`src/rtl/pipe_stage_reg.sv`:
```
// One-entry pipeline stage register with stall, flush and a saturating stall counter.
// Define PIPE_STAGE_SKID_EN to add one skid entry that breaks the ready_i -> ready_o path.
module pipe_stage_reg #(
  parameter int DATA_W = 32,
  parameter int CTRL_W = 2,
  parameter int CNT_W  = 16
) (
  input  logic              clk_i,
  input  logic              rst_i,
  input  logic              valid_i,
  output logic              ready_o,
  input  logic [CTRL_W-1:0] ctrl_i,
  input  logic [DATA_W-1:0] data_i,
  input  logic              stall_i,
  input  logic              flush_i,
  output logic              valid_o,
  input  logic              ready_i,
  output logic [CTRL_W-1:0] ctrl_o,
  output logic [DATA_W-1:0] data_o,
  output logic [CNT_W-1:0]  stall_cnt_o
);

  // Handshake: a transfer happens on a rising edge where valid and ready are both 1;
  // valid never depends on ready, and a held entry stays stable until it transfers.

  logic              valid_q, valid_d;
  logic [CTRL_W-1:0] ctrl_q,  ctrl_d;
  logic [DATA_W-1:0] data_q,  data_d;
  logic [CNT_W-1:0]  cnt_q,   cnt_d;
  logic              in_xfer;
  logic              out_xfer;

  assign in_xfer  = valid_i & ready_o;
  assign out_xfer = valid_q & ready_i;

  assign valid_o     = valid_q;
  assign ctrl_o      = ctrl_q;
  assign data_o      = data_q;
  assign stall_cnt_o = cnt_q;

  // Counts cycles where upstream offers an entry but the stage refuses it.
  always_comb begin
    cnt_d = cnt_q;
    if (valid_i && !ready_o && (cnt_q != {CNT_W{1'b1}})) begin
      cnt_d = cnt_q + {{(CNT_W-1){1'b0}}, 1'b1};
    end
  end

`ifdef PIPE_STAGE_SKID_EN

  logic              skid_valid, skid_valid_d;
  logic [CTRL_W-1:0] skid_ctrl,  skid_ctrl_d;
  logic [DATA_W-1:0] skid_data,  skid_data_d;

  assign ready_o = ~skid_valid & ~stall_i;

  always_comb begin
    valid_d      = valid_q;
    ctrl_d       = ctrl_q;
    data_d       = data_q;
    skid_valid_d = skid_valid;
    skid_ctrl_d  = skid_ctrl;
    skid_data_d  = skid_data;
    if (flush_i) begin
      valid_d      = 1'b0;
      ctrl_d       = '0;
      skid_valid_d = 1'b0;
      skid_ctrl_d  = '0;
    end else if (out_xfer) begin
      if (skid_valid) begin
        // ready_o is low while the skid is full, so no input can arrive here.
        valid_d      = 1'b1;
        ctrl_d       = skid_ctrl;
        data_d       = skid_data;
        skid_valid_d = 1'b0;
        skid_ctrl_d  = '0;
      end else if (in_xfer) begin
        valid_d = 1'b1;
        ctrl_d  = ctrl_i;
        data_d  = data_i;
      end else begin
        valid_d = 1'b0;
        ctrl_d  = '0;
      end
    end else if (in_xfer) begin
      if (valid_q) begin
        skid_valid_d = 1'b1;
        skid_ctrl_d  = ctrl_i;
        skid_data_d  = data_i;
      end else begin
        valid_d = 1'b1;
        ctrl_d  = ctrl_i;
        data_d  = data_i;
      end
    end
  end

  always_ff @(posedge clk_i or negedge rst_i) begin
    if (!rst_i) begin
      skid_valid <= 1'b0;
      skid_ctrl  <= '0;
      skid_data  <= '0;
    end else begin
      skid_valid <= skid_valid_d;
      skid_ctrl  <= skid_ctrl_d;
      skid_data  <= skid_data_d;
    end
  end

`else

  // Without skid storage the stage can only accept when its slot is free or draining.
  assign ready_o = ~stall_i & (~valid_q | ready_i);

  always_comb begin
    valid_d = valid_q;
    ctrl_d  = ctrl_q;
    data_d  = data_q;
    if (flush_i) begin
      valid_d = 1'b0;
      ctrl_d  = '0;
    end else if (in_xfer) begin
      valid_d = 1'b1;
      ctrl_d  = ctrl_i;
      data_d  = data_i;
    end else if (out_xfer) begin
      valid_d = 1'b0;
      ctrl_d  = '0;
    end
  end

`endif

  always_ff @(posedge clk_i or negedge rst_i) begin
    if (!rst_i) begin
      valid_q <= 1'b0;
      ctrl_q  <= '0;
      data_q  <= '0;
      cnt_q   <= '0;
    end else begin
      valid_q <= valid_d;
      ctrl_q  <= ctrl_d;
      data_q  <= data_d;
      cnt_q   <= cnt_d;
    end
  end

endmodule

```
`config.mk`:
```
export PLATFORM = sky130hd
export DESIGN_NAME = pipe_stage_reg
export DESIGN_NICKNAME = d
export VERILOG_FILES = /design/src/rtl/pipe_stage_reg.sv
export SDC_FILE = /design/constraint.sdc
export NUM_CORES = 1
export LEC_CHECK = 0
export ABC_AREA = 1
export CAP_MARGIN = 5
export CELL_PAD_IN_SITES_DETAIL_PLACEMENT = 1
export CELL_PAD_IN_SITES_GLOBAL_PLACEMENT = 2
export CORE_MARGIN = 4
export CORE_UTILIZATION = 25
export DETAILED_ROUTE_END_ITERATION = 10
export PLACE_DENSITY_LB_ADDON = 0.1
export SETUP_SLACK_MARGIN = 0.1
export SLEW_MARGIN = 20
export SYNTH_ARGS = -nofsm -noshare
export SYNTH_HDL_FRONTEND = slang
export SYNTH_SLANG_ARGS = --single-unit
```
`constraint.sdc`:
```
create_clock -name clk_i -period 4.5 [get_ports clk_i]
set_clock_uncertainty 0.05 [all_clocks]
set_input_delay 0.45 -clock clk_i [delete_from_list [all_inputs] [get_ports clk_i]]
set_output_delay 0.45 -clock clk_i [all_outputs]
set_load 0.01 [all_outputs]
```
==> impl_results.md <==
- Status: completed
- Final setup viols: 0
- Die W: 105 µm
- DRT iter0 DRCs: 32
- Worst setup path start: ready_i
- Crit path kind: primary input to primary output
- Chip height: 105 µm
- Initial Utilization: 0.257
- Synth Warn #: 0
- Tcrit/Tclk final: 0.492
- Hold Path Class: primary input to asynchronous set/reset pin
- Max_slew headroom: 0.404
- Core area: roughly 0.0092 mm²
- Req. time, crit path: 4.00 ns
- Lkg Pwr: between 1.5 and 2 nW
- Clock network power share: 0.230
- Metal3 WL: approximately 510 µm
- # DRC: 0
- Fmax achieved: around 0.45 GHz
- Die area: 0.0111 mm²
- Max rail drop VDD: 0.136 mV
- Final Non-Filler Cells: 521
- Overflow after GRT: 0
- Mapped Area: 0.00237 mm²
- CP Launch Type: primary input
- Overall Power: 1.28 mW
- Post-CTS Resized: 0
- H-tree Lvls: 2
- Share of layout cells above drive strength 1: 0.0638
- Postcts setup bufs: 0
- Antenna-violating nets left: 0
- Minimum clock period after layout: 2.22 ns
- Sink Count: 51
- DP Area: between 0.003 and 0.004 mm²
- Routed WL: 6770 µm
- Maximum buffer depth of the clock tree: 2
- R2r startpoint: stall_cnt_o[0]
- Final WS setup: 2.28 ns
- Detailed Place HPWL: 4970 µm
- Synth cell count leaders: 159 x nand2_1, 51 x dfrtp_1, 19 x inv_1, 16 x nor2_1, 11 x nand3_1
- Ys async rst share: 1.00
- Post-synth top area share: 0.538
- Critical path capture point type: primary output
- Worst-path clk slew: 0.10 ns
- Hold Buf Count CTS: 0
- Power density over the cells: roughly 370 mW/mm²
- I/O Pins: 92
- MaxCap Viol Count: 0
- Ys flop type: dfrtp_1
- Mean post-synth cell area: 7.93 µm²
- RSZ-0062 raised after global routing: no
- Uppermost routed layer: met4
- Placed cells: about 510
- Global-route usage over all layers: 0.126
- Nets: 432
- CTS tree: built
- Post-Synthesis Cells: roughly 300
- Via count: between 2000 and 2500
- Vias in the first global route: 2275
- P&R area growth vs syn: 47.8%
- Mapped Nets: 340
- ANT cells: 0
- Flop pwr share: 0.472
- Gate power share: 0.299
- Post-synthesis sequential area ratio: 0.538
- First-pass GRT wire length: 11400 µm
- DP Worst Slack: 2.28 ns
- Hold Fails Final Rpt: 0
- Cell Int Power: 0.872 mW
- Top post-synthesis cells by area: dfrtp_1 54%, nand2_1 25%, inv_1 3.0%
- # rows: 35
- Antenna violations before repair: 0
- Largest net degree at the start of global routing: 52
- Worst-margin pin slew: 0.889 ns
- Cts bufs inserted: 5
- Fin Setup TNS: 0 ns
- EDFF count, synth: 0
- Number of port buffers: 91
- Clock root buffer: clkbuf_8
- M1 WL: around 3100 µm
- Gpl congestion: 0.736
- Sw Pwr: 0.409 mW
- Biggest area consumer among synthesized cells: dfrtp_1
- Sw frac: 0.319
- Router iterations before antenna repair: 4
- Worst-skew pair later-pin latency: approximately 0.31 ns
- Mean routed wirelength per cell: between 10 and 15 µm
- Slew Limit Fails: 0
- Final instance area: 0.00350 mm²
- Count leader, synth: nand2_1
- Critical path peak fanout: 3
- Met2 wire len: 3100 µm
- Vias per cell: 4.20
- Seq cells post-synth: 51
- Count of cell types in the netlist: 23
- CP Data Arrival Time: 1.72 ns
[worst paths after layout]
kind                                       end  slack, ns  cells past startpoint
worst max register to register  stall_cnt_o[5]       2.39                      6
max in group asynchronous           data_o[17]       3.73                      2
worst max-delay path                   ready_o       2.28                      4
min in group clk_i                  data_o[25]       0.43                      2
worst min register to register      data_o[25]       0.43                      2
worst min-delay path            stall_cnt_o[6]       0.20                      2
[kinds of logic (layout without fill, tap and decap cells)]
| logic type | count (synthesis) | in the layout | synth area share |
|---|---|---|---|
| AOI/OAI and AO/OA | 14 | 14 | 0.0422 |
| buffers and inverters | 28 | 121 | 0.0522 |
| xor gates and xnor gates | 6 | 6 | 0.0222 |
| DFF | 51 | 51 | 0.538 |
| adders and majority gates | 1 | 1 | 0.00528 |
| and+or+nand+nor | 199 | 199 | 0.340 |
[stage by stage]
stage | utilization | hold slack (ns)
2_1_floorplan | - | 0.104
5_1_grt | 0.379 | 0.270
4_1_cts | 0.379 | 0.236
3_5_place_dp | 0.368 | 0.407
3_3_place_gp | 0.368 | 0.403
6_report | 0.379 | 0.197
[registers in the layout, summed over array words and instances, names as in the netlist]
| register | cells |
|---|---|
| stall_cnt_o | 16 |
| data_o | 32 |
| valid_o | 1 |
| ctrl_o | 2 |
[cells in the final DEF (no fill, tap or decap)]
cell             synthesis  routed
a21oi_1                  2       2
a21oi_4                  1       1
buf_2                    6       1
buf_4                    1       2
clkbuf_8                 0       6
clkdlybuf4s50_1          0      90
clkinv_4                 0       1
clkinvlp_4               0       1
dfrtp_1                 51      51
ha_1                     1       1
inv_1                   19      19
inv_2                    1       1
nand2_1                159     159
nand2_2                  2       2
nand3_1                 11      11
nand3_2                  1       1
nand4_1                  5       5
nor2_1                  16      16
nor2_2                   2       2
nor2_4                   2       2
nor3_1                   1       1
o21ai_0                  5       5
o21ai_1                  1       1
o21ai_2                  5       5
xnor2_1                  3       3
xor2_1                   3       3
[power by group through the flow]
| stage | registers (mW) | logic (mW) | clock network (mW) |
|---|---|---|---|
| 4_1_cts | 0.607 | 0.394 | 0.313 |
| 3_3_place_gp | 0.615 | 0.387 | 0 |
| 6_report | 0.604 | 0.383 | 0.294 |
| 3_5_place_dp | 0.615 | 0.393 | 0 |
| 2_1_floorplan | 0.638 | 0.123 | 0 |
| 5_1_grt | 0.621 | 0.424 | 0.329 |
[worst max-delay path, stage by stage]
cell and delay (ns):
clkdlybuf4s50_1 0.47, inv_1 0.07, a21oi_4 0.16, clkdlybuf4s50_1 0.56
[cell type report]
cell class                 count  area (µm²)
fill                        1126        5740
sequential                    51        1280
multi-input combinational    220         971
timing repair buffer          93         921
tap                          129         161
clock buffer                   6        82.6
inverter                      20        75.1
clock inverter                 2        16.3
[routing by layer]
layer,GRT usage,up-vias
met3,0.0404,4
met1,0.164,1026
met2,0.203,60
met4,0.0281,0
met5,0,-
li1,-,1098
(Power assumes the default switching activity.)
